$ cat src/rtl/seq_divider.sv
// Sequential restoring divider with start/done handshake: WIDTH-bit quotient and remainder
// in 2*WIDTH shift/subtract cycles. Define DIV_ZERO_FAST_EN to finish divide-by-zero in one cycle.
module seq_divider #(
    parameter int unsigned WIDTH = 4
) (
    input  logic             clk,
    input  logic             n_reset,
    input  logic             start,
    input  logic [WIDTH-1:0] dividend,
    input  logic [WIDTH-1:0] divisor,
    output logic             busy,
    output logic             done,
    output logic [WIDTH-1:0] quotient,
    output logic [WIDTH-1:0] remainder,
    output logic             div_by_zero
);

    localparam int unsigned CW = $clog2(WIDTH + 1);

`ifdef DIV_ZERO_FAST_EN
    localparam bit FastDivZero = 1'b1;
`else
    localparam bit FastDivZero = 1'b0;
`endif

    typedef enum logic [1:0] {StIdle, StShift, StSub, StDone} state_e;

    state_e           state_q, state_d;
    logic [WIDTH:0]   a_q, a_d;
    logic [WIDTH-1:0] q_q, q_d;
    logic [WIDTH-1:0] d_q, d_d;
    logic [CW-1:0]    cnt_q, cnt_d;
    logic             dbz_q, dbz_d;
    logic             busy_q, busy_d;
    logic             done_q, done_d;
    logic [WIDTH:0]   a_sub;

    assign a_sub = a_q - {1'b0, d_q};

    always_comb begin
        state_d = state_q;
        a_d     = a_q;
        q_d     = q_q;
        d_d     = d_q;
        cnt_d   = cnt_q;
        dbz_d   = dbz_q;
        unique case (state_q)
            StIdle: begin
                if (start) begin
                    a_d     = '0;
                    q_d     = dividend;
                    d_d     = divisor;
                    cnt_d   = CW'(WIDTH);
                    dbz_d   = (divisor == '0);
                    state_d = StShift;
                    // Load the known divide-by-zero result directly
                    if (FastDivZero && (divisor == '0)) begin
                        a_d     = {1'b0, dividend};
                        q_d     = '1;
                        state_d = StDone;
                    end
                end
            end
            StShift: begin
                // A[WIDTH] is always 0 here since the previous SUB left A < D
                a_d     = {a_q[WIDTH-1:0], q_q[WIDTH-1]};
                q_d     = {q_q[WIDTH-2:0], 1'b0};
                state_d = StSub;
            end
            StSub: begin
                if (a_q >= {1'b0, d_q}) begin
                    a_d = a_sub;
                    q_d = {q_q[WIDTH-1:1], 1'b1};
                end
                cnt_d   = cnt_q - CW'(1);
                state_d = (cnt_q == CW'(1)) ? StDone : StShift;
            end
            StDone: begin
                state_d = StIdle;
            end
            default: begin
                state_d = StIdle;
            end
        endcase
        busy_d = (state_d != StIdle);
        done_d = (state_d == StDone);
    end

    always_ff @(posedge clk or negedge n_reset) begin
        if (!n_reset) begin
            state_q <= StIdle;
            a_q     <= '0;
            q_q     <= '0;
            d_q     <= '0;
            cnt_q   <= '0;
            dbz_q   <= 1'b0;
            busy_q  <= 1'b0;
            done_q  <= 1'b0;
        end else begin
            state_q <= state_d;
            a_q     <= a_d;
            q_q     <= q_d;
            d_q     <= d_d;
            cnt_q   <= cnt_d;
            dbz_q   <= dbz_d;
            busy_q  <= busy_d;
            done_q  <= done_d;
        end
    end

    assign busy        = busy_q;
    assign done        = done_q;
    assign quotient    = q_q;
    assign remainder   = a_q[WIDTH-1:0];
    assign div_by_zero = dbz_q;

endmodule
$ cat config.mk
export PLATFORM = sky130hd
export DESIGN_NAME = seq_divider
export DESIGN_NICKNAME = d
export VERILOG_FILES = /design/src/rtl/seq_divider.sv
export SDC_FILE = /design/constraint.sdc
export NUM_CORES = 1
export LEC_CHECK = 0
export ABC_AREA = 1
export CAP_MARGIN = 20
export CELL_PAD_IN_SITES_DETAIL_PLACEMENT = 1
export CELL_PAD_IN_SITES_GLOBAL_PLACEMENT = 1
export CORE_UTILIZATION = 41
export CTS_CLUSTER_SIZE = 16
export DETAILED_ROUTE_END_ITERATION = 7
export PLACE_DENSITY_LB_ADDON = 0.3
export SYNTH_ARGS = -nofsm -noshare
export SYNTH_HDL_FRONTEND = slang
export SYNTH_SLANG_ARGS = --single-unit
$ cat constraint.sdc
create_clock -name clk -period 2.8 [get_ports clk]
set_clock_uncertainty 0.1 [all_clocks]
set_input_delay 0.28 -clock clk [delete_from_list [all_inputs] [get_ports clk]]
set_output_delay 0.28 -clock clk [all_outputs]
set_load 0.05 [all_outputs]
==> impl_metrics.env <==
export IMPL_status="complete, no violations"
export IMPL_cts_buffer_depth=2
export IMPL_portBuffers=21
export IMPL_yosysTopAreaCell="dfrtp_1"
export IMPL_rows=19
export IMPL_post_route_period_util_pct=69.8
export IMPL_drc_errors=0
export IMPL_tightestPinTransition_ns=0.502
export IMPL_finalCriticalPeriod_ns=1.96
export IMPL_track_usage_pct=20.8
export IMPL_antenna_found_initial=0
export IMPL_fin_nets=205
export IMPL_antenna_left=0
export IMPL_finalWorstSetupSlack_ns=0.844
export IMPL_reg2reg_from="a_q[0]$_DFFE_PN0P_"
export IMPL_cts_tree="yes"
export IMPL_syn_inst=161
export IMPL_fmax_mhz=511
export IMPL_reg2reg_setup_slack_ns=0.95
export IMPL_yosys_top_cells_area="dfrtp_1, nand2_1, ha_1"
export IMPL_dpl_worst_slack_ns=0.957
export IMPL_cp_endpoint="remainder[1]"
export IMPL_drt_iter0_markers=49
export IMPL_clk_pin_slew_ns=0.12
export IMPL_die_area_sq_mm=0.00336
export IMPL_ys_warn_count=0
export IMPL_path_max_fanout=5
export IMPL_grt_max_degree=22
export IMPL_drv_slew=0
export IMPL_cts_sinks=21
export IMPL_fill_cells=375
export IMPL_worstReg2RegEnd="a_q[4]$_DFFE_PN0P_"
export IMPL_first_pass_iters=4
export IMPL_path_buf_inv=1
export IMPL_hold_viol_final=0
export IMPL_io_pin_count=22
export IMPL_ir_drop_mv=0.576
export IMPL_dp_hpwl_mm=2.51
export IMPL_power_leakage_nw=0.760
export IMPL_critPathTopFamily="buffers and inverters"
export IMPL_post_synth_cell_area_avg_sq_um=7.98
export IMPL_cts_resized=0
export IMPL_tns_ns=0
export IMPL_endpoint_kind="output port"
export IMPL_syn_num_nets=183
export IMPL_yosys_area_top_type_share_pct=40.9
export IMPL_synth_seq_cells=21
export IMPL_clock_latency_ns=0.30
export IMPL_cp_cell_sequence="clkdlybuf4s50_1"
export IMPL_gp_congestion=0.781
export IMPL_final_seq_area_sq_um=526
export IMPL_netlist_area_sq_mm=0.00128
export IMPL_multi_input_area_sq_um=621
export IMPL_cellPowerDensity_mw_per_mm2=1300
export IMPL_wire_per_inst_microns=14.4
export IMPL_htreeDepth=1
export IMPL_grt_ovfl_total=0
export IMPL_antennaDiodeCount=0
export IMPL_cpPeakStageDelay_ns=0.83
export IMPL_core_sq_mm=0.00285
export IMPL_crit_path_start_kind="register"
export IMPL_rr_worst_depth=12
export IMPL_worst_path_max_delay_cell="clkdlybuf4s50_1"
export IMPL_drv_cap=0
export IMPL_post_cts_setup_buffer_count=0
export IMPL_fp_dieH_microns=58.0
export IMPL_drive_gt1_share_pct=11.5
export IMPL_worstPathArrival_ns=1.58
export IMPL_ys_seq_area_share_pct=40.9
export IMPL_die_w_microns=58.0
export IMPL_ctsHoldBuffers=0
export IMPL_worstPathRequired_ns=2.42
export IMPL_hp_class="primary input to asynchronous set/reset pin"
export IMPL_power_mw=1.98
export IMPL_area_growth_pct=18.8
export IMPL_clock_root_buffer="clkbuf_4"
export IMPL_first_global_vias=1164
export IMPL_path_depth=1
export IMPL_grt_pass1_wl_mm=5.37
export IMPL_viasPerCell=5.21
export IMPL_max_slew_margin_pct=66.4
export IMPL_yosysUniqueCellTypes=23
export IMPL_rsz0062_at_grt="no"
export IMPL_critPathKind="register to output port"
export IMPL_setup_viol=0
export IMPL_cts_buffers=3
export IMPL_routed_wl_mm=3.07
export IMPL_critPathLaunch="a_q[1]$_DFFE_PN0P_"
export IMPL_via_count=1110
export IMPL_initial_core_util_pct=45.0
-- flip-flops by register name, summed over array words and instances (netlist names) --
name,count
state_q,2
quotient,4
a_q,5
d_q,4
cnt_q,3
busy,1
done,1
div_by_zero,1
-- cell usage after synthesis (all sizes together) --
cell type,instances
dfrtp,21
o22ai,1
ha,10
nand3,13
fa,1
o21ai,12
inv,26
a22oi,1
nor2,12
nand2,52
a31oi,3
a21oi,4
buf,5
-- worst min path at each step --
stage,startpoint,to,slack [ns],depth (start not counted)
after floorplan,n_reset,a_q[0]$_DFFE_PN0P_,-0.12,0
after global placement,cnt_q[2]$_DFFE_PN0P_,cnt_q[2]$_DFFE_PN0P_,0.36,2
after detailed placement,div_by_zero$_DFFE_PN0P_,div_by_zero$_DFFE_PN0P_,0.38,2
after CTS,n_reset,done$_DFF_PN0_,0.21,2
after global routing,n_reset,cnt_q[0]$_DFFE_PN0P_,0.22,2
final,n_reset,done$_DFF_PN0_,0.21,2
-- through the flow --
step	hold slack, ns	cells	cell area (sq um)	utilization [%]
2_1_floorplan	-0.116	161	1280	-
5_1_grt	0.223	213	1530	53.5
3_3_place_gp	0.365	209	1500	52.6
4_1_cts	0.210	213	1530	53.5
6_report	0.210	213	1530	53.5
3_5_place_dp	0.383	209	1500	52.6
-- area by class of cell --
cell class | instances | area share (%)
Timing Repair Buffer | 22 | 14.3
Clock buffer | 4 | 1.72
Multi-Input combinational cell | 109 | 40.7
Tap cell | 31 | 2.54
Sequential cell | 21 | 34.4
Inverter | 26 | 6.39
-- cells in the final DEF, fill, tap and decap left out, drive strengths merged, types with 3 or more instances in the layout --
cell type	n
clkbuf	4
nand2	52
nand3	13
inv	26
nor2	12
o21ai	12
a21oi	4
ha	10
clkdlybuf4s50	21
dfrtp	21
a31oi	3
-- cell families (layout without fill, tap and decap cells) --
| logic type | Yosys count | after routing | synth area share, % |
|---|---|---|---|
| compound gates | 21 | 21 | 9.93 |
| flops | 21 | 21 | 40.9 |
| fa+ha+maj | 11 | 11 | 11.3 |
| buf+inv | 31 | 52 | 10.8 |
| simple gates | 77 | 77 | 27.1 |
-- layer usage --
metal  wire, microns  vias up  track usage, %
met4              24        0            4.42
met3              66        2            2.90
met2            1610       19            36.9
met1            1360      546            27.0
li1                -      543               -
met5               0        -               0
-- report_power, final --
group / switching, mW / internal, mW / leakage [nW] / total, mW
Clock: 0.0881 / 0.0554 / 0.0150 / 0.143
Combinational: 0.871 / 0.427 / 0.481 / 1.30
Sequential: 0.0999 / 0.438 / 0.264 / 0.537
(Power assumes the default switching activity.)
